==> src/rtl/dac_output_stage.sv <==
// Post-EQ DAC output stage: Q2.6 gain, soft-mute ramp, 16-bit saturation, tear-free DAC word.
// Optional feature macro DAC_STAGE_CLIP_COUNT_EN adds a saturating clip_count output.
module dac_output_stage #(
    parameter int AUDIO_W   = 16,
    parameter int GAIN_FRAC = 6,
    parameter int RAMP_STEP = 4
) (
    input  logic                      clk,
    input  logic                      reset,
    input  logic                      l_r_clk,
    input  logic signed [AUDIO_W-1:0] audio_in,
    input  logic [7:0]                gain,
    input  logic                      mute_req,
    input  logic                      dac_request,
    output logic [31:0]               dac_data,
    output logic                      muted,
`ifdef DAC_STAGE_CLIP_COUNT_EN
    output logic [15:0]               clip_count,
`endif
    output logic                      clip
);

    localparam int P1_W   = AUDIO_W + 9;
    localparam int PROD_W = P1_W + 10;
    localparam logic signed [PROD_W-1:0] SAT_MAX = {{(PROD_W-AUDIO_W+1){1'b0}}, {(AUDIO_W-1){1'b1}}};
    localparam logic signed [PROD_W-1:0] SAT_MIN = {{(PROD_W-AUDIO_W+1){1'b1}}, {(AUDIO_W-1){1'b0}}};

    typedef enum logic [1:0] {MUTED, RAMP_UP, UNMUTED, RAMP_DOWN} mute_state_e;

    logic [2:0]                sync_q;
    logic                      tick_q;
    mute_state_e               state_q, state_d;
    logic [8:0]                level_q, level_d;
    logic                      v1_q, v2_q;
    logic signed [P1_W-1:0]    p1_q;
    logic [8:0]                lvl_s1_q;
    logic signed [PROD_W-1:0]  p2_q;
    logic [AUDIO_W-1:0]        out_s_q;
    logic                      pending_q;
    logic                      clip_q;
    logic [31:0]               dac_q;

    logic signed [P1_W-1:0]    audio_x, gain_x, p1_d;
    logic signed [PROD_W-1:0]  p1_x, lvl_x, p2_d, p3;
    logic                      sat_hi, sat_lo;
    logic [AUDIO_W-1:0]        out_d;
    logic [9:0]                lvl_up_w;
    logic [8:0]                lvl_up, lvl_dn;

    // Datapath: all operands are widened first so every product is exact.
    always_comb begin
        audio_x = P1_W'(audio_in);
        gain_x  = $signed({{(P1_W-8){1'b0}}, gain});
        p1_d    = audio_x * gain_x;
        p1_x    = PROD_W'(p1_q);
        lvl_x   = $signed({{(PROD_W-9){1'b0}}, lvl_s1_q});
        p2_d    = (p1_x * lvl_x) >>> 8;
        p3      = p2_q >>> GAIN_FRAC;
        sat_hi  = (p3 > SAT_MAX);
        sat_lo  = (p3 < SAT_MIN);
        if (sat_hi)      out_d = SAT_MAX[AUDIO_W-1:0];
        else if (sat_lo) out_d = SAT_MIN[AUDIO_W-1:0];
        else             out_d = p3[AUDIO_W-1:0];
    end

    // Mute FSM; moves only on a word-select tick, clamping at both ends of 0..256.
    always_comb begin
        // NOTE: defaults first so every path assigns every output -- no latches.
        state_d  = state_q;
        level_d  = level_q;
        lvl_up_w = {1'b0, level_q} + 10'(RAMP_STEP);
        lvl_up   = (lvl_up_w >= 10'd256) ? 9'd256 : lvl_up_w[8:0];
        lvl_dn   = (level_q <= 9'(RAMP_STEP)) ? 9'd0 : level_q - 9'(RAMP_STEP);
        if (tick_q) begin
            unique case (state_q)
                MUTED, RAMP_DOWN, RAMP_UP, UNMUTED: begin
                    if (mute_req) begin
                        level_d = lvl_dn;
                        state_d = (lvl_dn == 9'd0) ? MUTED : RAMP_DOWN;
                    end else begin
                        level_d = lvl_up;
                        state_d = (lvl_up == 9'd256) ? UNMUTED : RAMP_UP;
                    end
                end
                default: begin
                    state_d = MUTED;
                    level_d = 9'd0;
                end
            endcase
        end
    end

    // NOTE: synchronous reset covers pipeline data too, so a pending sample is dropped.
    always_ff @(posedge clk) begin
        if (reset) begin
            sync_q  <= '0;
            tick_q  <= 1'b0;
            state_q <= MUTED;
            level_q <= '0;
        end else begin
            // NOTE: non-blocking assignments keep the sync chain a true shift register.
            sync_q  <= {sync_q[1:0], l_r_clk};
            tick_q  <= sync_q[1] & ~sync_q[2];
            state_q <= state_d;
            level_q <= level_d;
        end
    end

    always_ff @(posedge clk) begin
        if (reset) begin
            v1_q      <= 1'b0;
            v2_q      <= 1'b0;
            p1_q      <= '0;
            lvl_s1_q  <= '0;
            p2_q      <= '0;
            out_s_q   <= '0;
            pending_q <= 1'b0;
            clip_q    <= 1'b0;
            dac_q     <= '0;
        end else begin
            v1_q <= tick_q;
            v2_q <= v1_q;
            if (tick_q) begin
                p1_q     <= p1_d;
                lvl_s1_q <= level_q;
            end
            if (v1_q) p2_q <= p2_d;
            clip_q <= v2_q & (sat_hi | sat_lo);
            // The codec reads dac_data while dac_request is high; only update outside it.
            if (pending_q && !dac_request) dac_q <= {8'h00, out_s_q, 8'h00};
            if (v2_q) begin
                out_s_q   <= out_d;
                pending_q <= 1'b1;
            end else if (pending_q && !dac_request) begin
                pending_q <= 1'b0;
            end
        end
    end

`ifdef DAC_STAGE_CLIP_COUNT_EN
    logic [15:0] clip_count_q;
    always_ff @(posedge clk) begin
        if (reset)                                   clip_count_q <= '0;
        else if (clip_q && clip_count_q != 16'hFFFF) clip_count_q <= clip_count_q + 16'd1;
    end
    assign clip_count = clip_count_q;
`endif

    assign dac_data = dac_q;
    assign muted    = (state_q == MUTED);
    assign clip     = clip_q;

endmodule

==> config.mk <==
export PLATFORM = sky130hd
export DESIGN_NAME = dac_output_stage
export DESIGN_NICKNAME = d
export VERILOG_FILES = /design/src/rtl/dac_output_stage.sv
export SDC_FILE = /design/constraint.sdc
export NUM_CORES = 1
export LEC_CHECK = 0
export ABC_CLOCK_PERIOD_IN_PS = 6900
export CAP_MARGIN = 20
export CORE_UTILIZATION = 35
export CTS_BUF_LIST = sky130_fd_sc_hd__clkbuf_8
export DETAILED_ROUTE_END_ITERATION = 7
export PLACE_DENSITY = 0.49
export SYNTH_ARGS = -nofsm -noshare
export SYNTH_HDL_FRONTEND = slang
export SYNTH_SLANG_ARGS = --single-unit
==> constraint.sdc <==
create_clock -name clk -period 6.9 [get_ports clk]
set_clock_uncertainty 0.2 [all_clocks]
set_input_delay 0.69 -clock clk [delete_from_list [all_inputs] [get_ports clk]]
set_output_delay 0.69 -clock clk [all_outputs]
set_load 0.1 [all_outputs]
==> flow_metrics.py, run 1 <==
metrics = {
    "pwr": {
        "p_leak_uw": 0.008734,
        "ir_drop_mv": 0.1172,
        "switching_power_uw": 1225,
        "clockPowerShare_pct": 15.3,
        "internal_power_uw": 1567,
        "pwr-share-seq_pct": 25.2,
        "switching_share_pct": 43.87,
        "combPwrFrac_pct": 59.5,
        "p_per_area_mw_per_mm2": 161.9,
        "finalPower_uw": 2791,
    },
    "route": {
        "drt-initial-drc-count": 406,
        "wl_met2_mm": 15.83,
        "final_antenna_net_count": 0,
        "via_count": 11110,
        "routed.top_layer": "met4",
        "viasPerCell": 4.602,
        "drt-met1-wl_mm": 17.94,
        "dr_wl_met3_um": 813,
        "wl_per_cell_um": 14.47,
        "first_pass_iters": 4,
        "drc": 0,
        "wl_mm": 34.95,
    },
    "critical_path": {
        "crit_chain": "nand2_1, fa_1, inv_1, fa_1, fa_1, fa_1, inv_1, fa_1, inv_1, ha_1, and3_2, a221oi_2, o211ai_2, nor2_4, o21ai_4, a311oi_4, a211oi_2, o21a_1, o31ai_1",
        "critPathTopFamily": "adder cells",
        "rrSetupSlack_ns": 0.66,
        "cp.arrival_ns": 6.35,
        "crit-reg2reg-capture": "p2_q[26]",
        "crit_type": "reg2reg",
        "required_ns": 7.01,
        "worst-path-buf-inv": 3,
        "critPathLaunchType": "flip-flop",
        "r2r-start": "lvl_s1_q[6]",
        "crit_fanout": 26,
        "reg2reg_depth": 19,
        "worst_path_largest_cell_delay_ns": 0.95,
        "path_common_cell": "fa_1",
        "cp-end-kind": "flip-flop",
        "slowest_stage": "dfxtp_1",
    },
    "floorplan": {
        "start_util_pct": 35.47,
        "rows": 78,
        "fp.dieW_um": 216.2,
        "core_area_sq_mm": 0.04528,
        "die_area_sq_mm": 0.04676,
        "io_pins": 63,
        "fp.dieH_um": 216.2,
    },
    "min_path": {
        "hold_class": "reg2reg",
        "min_from": "sync_q[2]",
        "hold_end": "tick_q",
        "min_path_cells": 1,
    },
    "cts": {
        "clockBufferDepth": 2,
        "cts.hold.buffers_added": 0,
        "clock_latency_ns": 0.40,
        "cts_tree": "built",
        "ctsResizeCount": 0,
        "htreeDepth": 3,
        "cts.sinks": 106,
        "cts_buffers": 9,
        "clk_pin_slew_ns": 0.11,
        "cts_setup_buffers": 0,
        "root_buffer": "clkbuf_8",
    },
    "global_routing": {
        "grt_max_degree": 54,
        "antenna_found_initial": 0,
        "grt_pass1_vias": 11620,
        "grt.total_usage_pct": 15.67,
        "grt_pass1_wl_mm": 59.52,
        "overflow": 0,
    },
    "finish": {
        "final_nets": 2252,
        "regArea_sq_mm": 0.002123,
        "drive_gt1_share_pct": 2.920,
        "fin_cells": 2415,
        "nFillCells": 4711,
        "multiInputGateArea_sq_mm": 0.01227,
        "layout_common_cells": "341 x inv_1, 286 x fa_1, 222 x nand2_1, 187 x and2_1, 126 x ha_1",
        "post-route-util_pct": 38.06,
        "area_delta_synth_final_pct": 7.299,
        "antennaDiodeCount": 0,
        "mostFrequentLayoutCell": "inv_1",
    },
    "synth": {
        "synth-simple-area-share_pct": 18.19,
        "syn_inst": 1821,
        "synthAdderAreaFrac_pct": 45.46,
        "ys_seq_elements": 106,
        "synth_compound_area_share_pct": 7.462,
        "synth-edff-count": 0,
        "synthTopCellsByArea": "fa_1 36%, dfxtp_1 13%, ha_1 9.8%, inv_1 7.9%, and2_1 7.3%",
        "yosysSeqAreaShare_pct": 13.21,
        "yosysUniqueCellTypes": 68,
        "synth.largest_area_cell": "fa_1",
        "synth_mux_area_share_pct": 2.251,
        "synth.cell_area_sq_mm": 0.01606,
        "yosys_warnings": 0,
        "ys.flop_type": "dfxtp_1",
        "netlist.area_leader.share_pct": 35.64,
        "async_flop_share_pct": 0,
        "synth_xor_area_share_pct": 2.672,
        "synth_top_family_by_area": "adder cells",
        "avgSynthCellArea_sq_um": 8.821,
    },
    "timing": {
        "setup_viol": 0,
        "post-route-period-util_pct": 90.45,
        "max_freq_ghz": 0.1602,
        "period_needed_ns": 6.241,
        "relSlewSlack_pct": 34.37,
        "rsz0062_at_grt": "false",
        "tns_ns": 0,
        "worstMarginPinSlew_ns": 0.9814,
        "hold_violations": 0,
        "drv_slew": 0,
    },
    "run_status": {
        "status": "complete, no violations",
    },
    "placement": {
        "gp_congestion": 0.8057,
        "portBuffers": 46,
        "post-place-cells": 2398,
        "hpwl_mm": 28.88,
    },
    "run": {
        "drv_cap": 0,
    },
}
[area by class of cell]
cell class	count	area share, %
Clock buffer	9	0.7187
Clock inverter	6	0.5299
Inverter	341	7.427
Multi-Input combinational cell	1289	71.21
Sequential cell	106	12.32
Tap cell	600	4.356
Timing Repair Buffer	64	3.441
[state kept, by name, indices dropped and copies added, names as in the netlist, 2 cells and up]
register / count
state_q: 2
level_q: 9
lvl_s1_q: 9
dac_data: 16
p2_q: 21
p1_q: 25
out_s_q: 16
sync_q: 3
[per-stage QoR]
| stage | hold slack [ns] | area (sq um) | setup WS [ns] |
|---|---|---|---|
| 3_5_place_dp | 0.1649 | 17010 | 0.2913 |
| 6_report | 0.1808 | 17240 | 0.6592 |
| 4_1_cts | 0.1826 | 17220 | 0.6777 |
| 3_3_place_gp | 0.1663 | 17010 | 0.4614 |
| 5_1_grt | 0.2021 | 17240 | 0.3371 |
| 2_1_floorplan | 0.1674 | 16120 | 1.173 |
[worst max-delay path by stage]
stage	to	cells past startpoint	slack, ns	from
after global routing	p2_q[26]	19	0.34	lvl_s1_q[6]
after global placement	p1_q[21]	19	0.46	gain[1]
after detailed placement	p1_q[21]	19	0.29	gain[1]
after CTS	p2_q[25]	19	0.68	lvl_s1_q[6]
after floorplan	p2_q[14]	20	1.17	lvl_s1_q[2]
final	p2_q[26]	19	0.66	lvl_s1_q[6]
[per-layer routing]
metal / up-vias / GRT usage, %
li1: 5512 / -
met1: 5472 / 22.34
met2: 111 / 25.85
met3: 18 / 1.460
met4: 0 / 3.052
met5: - / 0
[power groups by stage]
stage	Clock [uW]	Combinational (uW)	Sequential [uW]
after floorplan	0	1360	655
after global placement	0	1650	717
after detailed placement	0	1660	717
after CTS	454	1670	703
after global routing	468	1900	710
final	428	1660	702
[worst reg2reg max path: stages (launching register included)]
cell      delay [ns]
dfxtp_1         0.95
nand2_1         0.17
fa_1            0.52
inv_1           0.05
fa_1            0.55
fa_1            0.43
fa_1            0.49
inv_1           0.05
fa_1            0.47
inv_1           0.04
ha_1            0.29
and3_2          0.19
a221oi_2        0.32
o211ai_2        0.17
nor2_4          0.20
o21ai_4         0.10
a311oi_4        0.43
a211oi_2        0.14
o21a_1          0.18
o31ai_1         0.23
[kinds of logic after synthesis]
| family | count (synthesis) |
|---|---|
| AOI/OAI and AO/OA | 182 |
| xor gates and xnor gates | 49 |
| adders and majority gates | 412 |
| buffers and inverters | 441 |
| DFF | 106 |
| muxes | 36 |
| other | 1 |
| and+or+nand+nor | 594 |
[Yosys cell counts (4+ instances only)]
cell	count
a211oi_1	8
nand2b_1	13
ha_1	126
clkbuf_1	74
mux2i_1	35
o21a_1	6
buf_4	16
nand2_1	222
dfxtp_1	106
o22ai_1	5
xor2_1	16
buf_1	8
a31oi_1	6
a21oi_1	72
nor3_1	32
fa_1	286
inv_1	340
a21o_1	26
or3_1	4
nand4_1	4
xnor2_1	33
o21ai_0	22
and3_1	6
nand3_1	13
and2_1	187
nor2b_1	11
nor2_1	85
Power figures use the tool's default switching activity.
==> run 2, diff against run 1 <==
--- a/config.mk
+++ b/config.mk
@@ -8,9 +8,11 @@
 export ABC_CLOCK_PERIOD_IN_PS = 6900
 export CAP_MARGIN = 20
 export CORE_UTILIZATION = 35
-export CTS_BUF_LIST = sky130_fd_sc_hd__clkbuf_8
+export CTS_BUF_LIST = sky130_fd_sc_hd__clkbuf_4 sky130_fd_sc_hd__clkbuf_8
 export DETAILED_ROUTE_END_ITERATION = 7
+export GPL_ROUTABILITY_DRIVEN = 0
 export PLACE_DENSITY = 0.49
+export SLEW_MARGIN = 10
 export SYNTH_ARGS = -nofsm -noshare
 export SYNTH_HDL_FRONTEND = slang
 export SYNTH_SLANG_ARGS = --single-unit
==> run 2 against run 1 <==
  * Cell area is essentially flat
  * Register-to-register slack improved by 0.02 ns
  * Largest power group unchanged
  * Routed wire length is 0.13% higher
  * Die area unchanged
  * Largest cell class unchanged
  * Count of clock-buffer cells in the layout is 1 higher
  * Final cell count is the same
  * Worst hold slack about the same
  * Utilization hardly changed
  * Non-clock buffer count did not move
  * Sequential power barely moved
  * First-iteration DRC count up 3.7%
==> flow_metrics.py, run 2 (synthesis results as in run 1) <==
metrics = {
    "critical_path": {
        "critical_path.startpoint": "lvl_s1_q[6]",
        "reg2reg_depth": 19,
        "critPathLaunchType": "flip-flop",
        "r2r-start": "lvl_s1_q[6]",
        "crit-reg2reg-capture": "p2_q[26]",
        "rrSetupSlack_ns": 0.68,
        "crit_type": "reg2reg",
        "cp.arrival_ns": 6.33,
        "required_ns": 7.01,
        "cp-end-kind": "flip-flop",
        "crit_fanout": 26,
    },
    "cts": {
        "root_buffer": "clkbuf_8",
        "clockBufferDepth": 2,
        "ctsResizeCount": 0,
        "htreeDepth": 3,
        "cts.sinks": 106,
        "clk_pin_slew_ns": 0.11,
        "cts_buffers": 9,
        "cts.hold.buffers_added": 0,
        "cts_tree": "built",
        "clock_latency_ns": 0.40,
        "cts_setup_buffers": 0,
    },
    "global_routing": {
        "grt.total_usage_pct": 15.70,
        "grt_max_degree": 54,
        "grt_pass1_vias": 11640,
        "overflow": 0,
        "grt_pass1_wl_mm": 59.59,
        "antenna_found_initial": 0,
    },
    "placement": {
        "place_ws_ns": 0.2913,
        "portBuffers": 46,
        "post-place-cells": 2398,
        "hpwl_mm": 28.88,
    },
    "timing": {
        "tns_ns": 0,
        "setup_viol": 0,
        "post-route-period-util_pct": 90.16,
        "period_needed_ns": 6.221,
        "rsz0062_at_grt": "false",
        "worstMarginPinSlew_ns": 0.9814,
        "whs_ns": 0.1808,
        "relSlewSlack_pct": 34.37,
        "max_freq_ghz": 0.1607,
        "drv_slew": 0,
        "hold_violations": 0,
        "setup_slack_ns": 0.6791,
    },
    "pwr": {
        "ir_drop_mv": 0.1172,
        "p_leak_uw": 0.008733,
        "p_per_area_mw_per_mm2": 162.4,
    },
    "route": {
        "wl_per_cell_um": 14.49,
        "drc": 0,
        "viasPerCell": 4.599,
        "final_antenna_net_count": 0,
        "via_count": 11110,
        "first_pass_iters": 4,
        "wl_mm": 35.00,
        "drt-initial-drc-count": 421,
    },
    "finish": {
        "post-route-util_pct": 38.07,
        "final_nets": 2252,
        "regArea_sq_mm": 0.002123,
        "area_delta_synth_final_pct": 7.322,
        "top_regs": "p1_q x25, p2_q x21",
        "mostFrequentLayoutCell": "inv_1",
        "nFillCells": 4709,
        "layout_common_cells": "340 x inv_1, 286 x fa_1, 222 x nand2_1, 187 x and2_1, 126 x ha_1",
        "largest_reg_flops": 25,
        "antennaDiodeCount": 0,
        "largest_register": "p1_q",
        "fin_cells": 2415,
        "multiInputGateArea_sq_mm": 0.01227,
        "drive_gt1_share_pct": 2.975,
    },
    "min_path": {
        "min_path_cells": 1,
        "hold_class": "reg2reg",
        "hold_end": "tick_q",
        "min_from": "sync_q[2]",
    },
    "floorplan": {
        "start_util_pct": 35.47,
        "fp.dieH_um": 216.2,
        "fp.dieW_um": 216.2,
        "core_area_sq_mm": 0.04528,
        "rows": 78,
        "io_pins": 63,
        "die_area_sq_mm": 0.04676,
    },
    "run_status": {
        "status": "complete, no violations",
    },
    "run": {
        "drv_cap": 0,
    },
}
[run 2: cell count changes in the layout (fill, tap and decap cells not counted)]
cell / before / now
inv_1: 341 / 340
clkbuf_4: 0 / 1
[run 2: worst max-delay path by stage]
stage / slack (ns) / to / depth (start not counted)
floorplan: 1.17 / p2_q[14] / 20
global placement: 0.46 / p1_q[21] / 19
detailed placement: 0.29 / p1_q[21] / 19
CTS: 0.68 / p2_q[25] / 19
global route: 0.34 / p2_q[26] / 19
finish: 0.68 / p2_q[26] / 19
[run 2: power breakdown]
| group | internal, uW | switching [uW] |
|---|---|---|
| Clock | 210 | 226 |
| Sequential | 636 | 66.0 |
| Combinational | 726 | 937 |
| Total | 1570 | 1230 |
[run 2: critical path, cell delays in order, from the launching register on]
cell	delay, ns
dfxtp_1	0.94
nand2_1	0.15
fa_1	0.52
inv_1	0.05
fa_1	0.56
fa_1	0.43
fa_1	0.49
inv_1	0.05
fa_1	0.47
inv_1	0.04
ha_1	0.29
and3_2	0.19
a221oi_2	0.32
o211ai_2	0.17
nor2_4	0.20
o21ai_4	0.10
a311oi_4	0.42
a211oi_2	0.14
o21a_1	0.18
o31ai_1	0.23
[run 2: layout make-up]
type / count / share of cell area [%]
tap: 600 / 4.355
sequential: 106 / 12.32
timing repair buffer: 64 / 3.440
multi-input combinational: 1289 / 71.19
clock inverter: 5 / 0.5081
clock buffer: 10 / 0.7621
inverter: 341 / 7.425
[run 2: metrics by stage]
step | cell area (sq um) | total power, uW
detailed placement | 17010 | 2380
CTS | 17220 | 2838
finish | 17240 | 2800
global placement | 17010 | 2363
floorplan | 16120 | 2020
global route | 17240 | 3082
[run 2: routing by layer]
metal  track usage (%)  vias to the layer above  routed length [um]
li1                  -                     5511                   -
met1             22.40                     5468               17880
met2             25.78                      107               15770
met3             1.544                       21                 922
met4             3.192                        0                 430
met5                 0                        -                   0
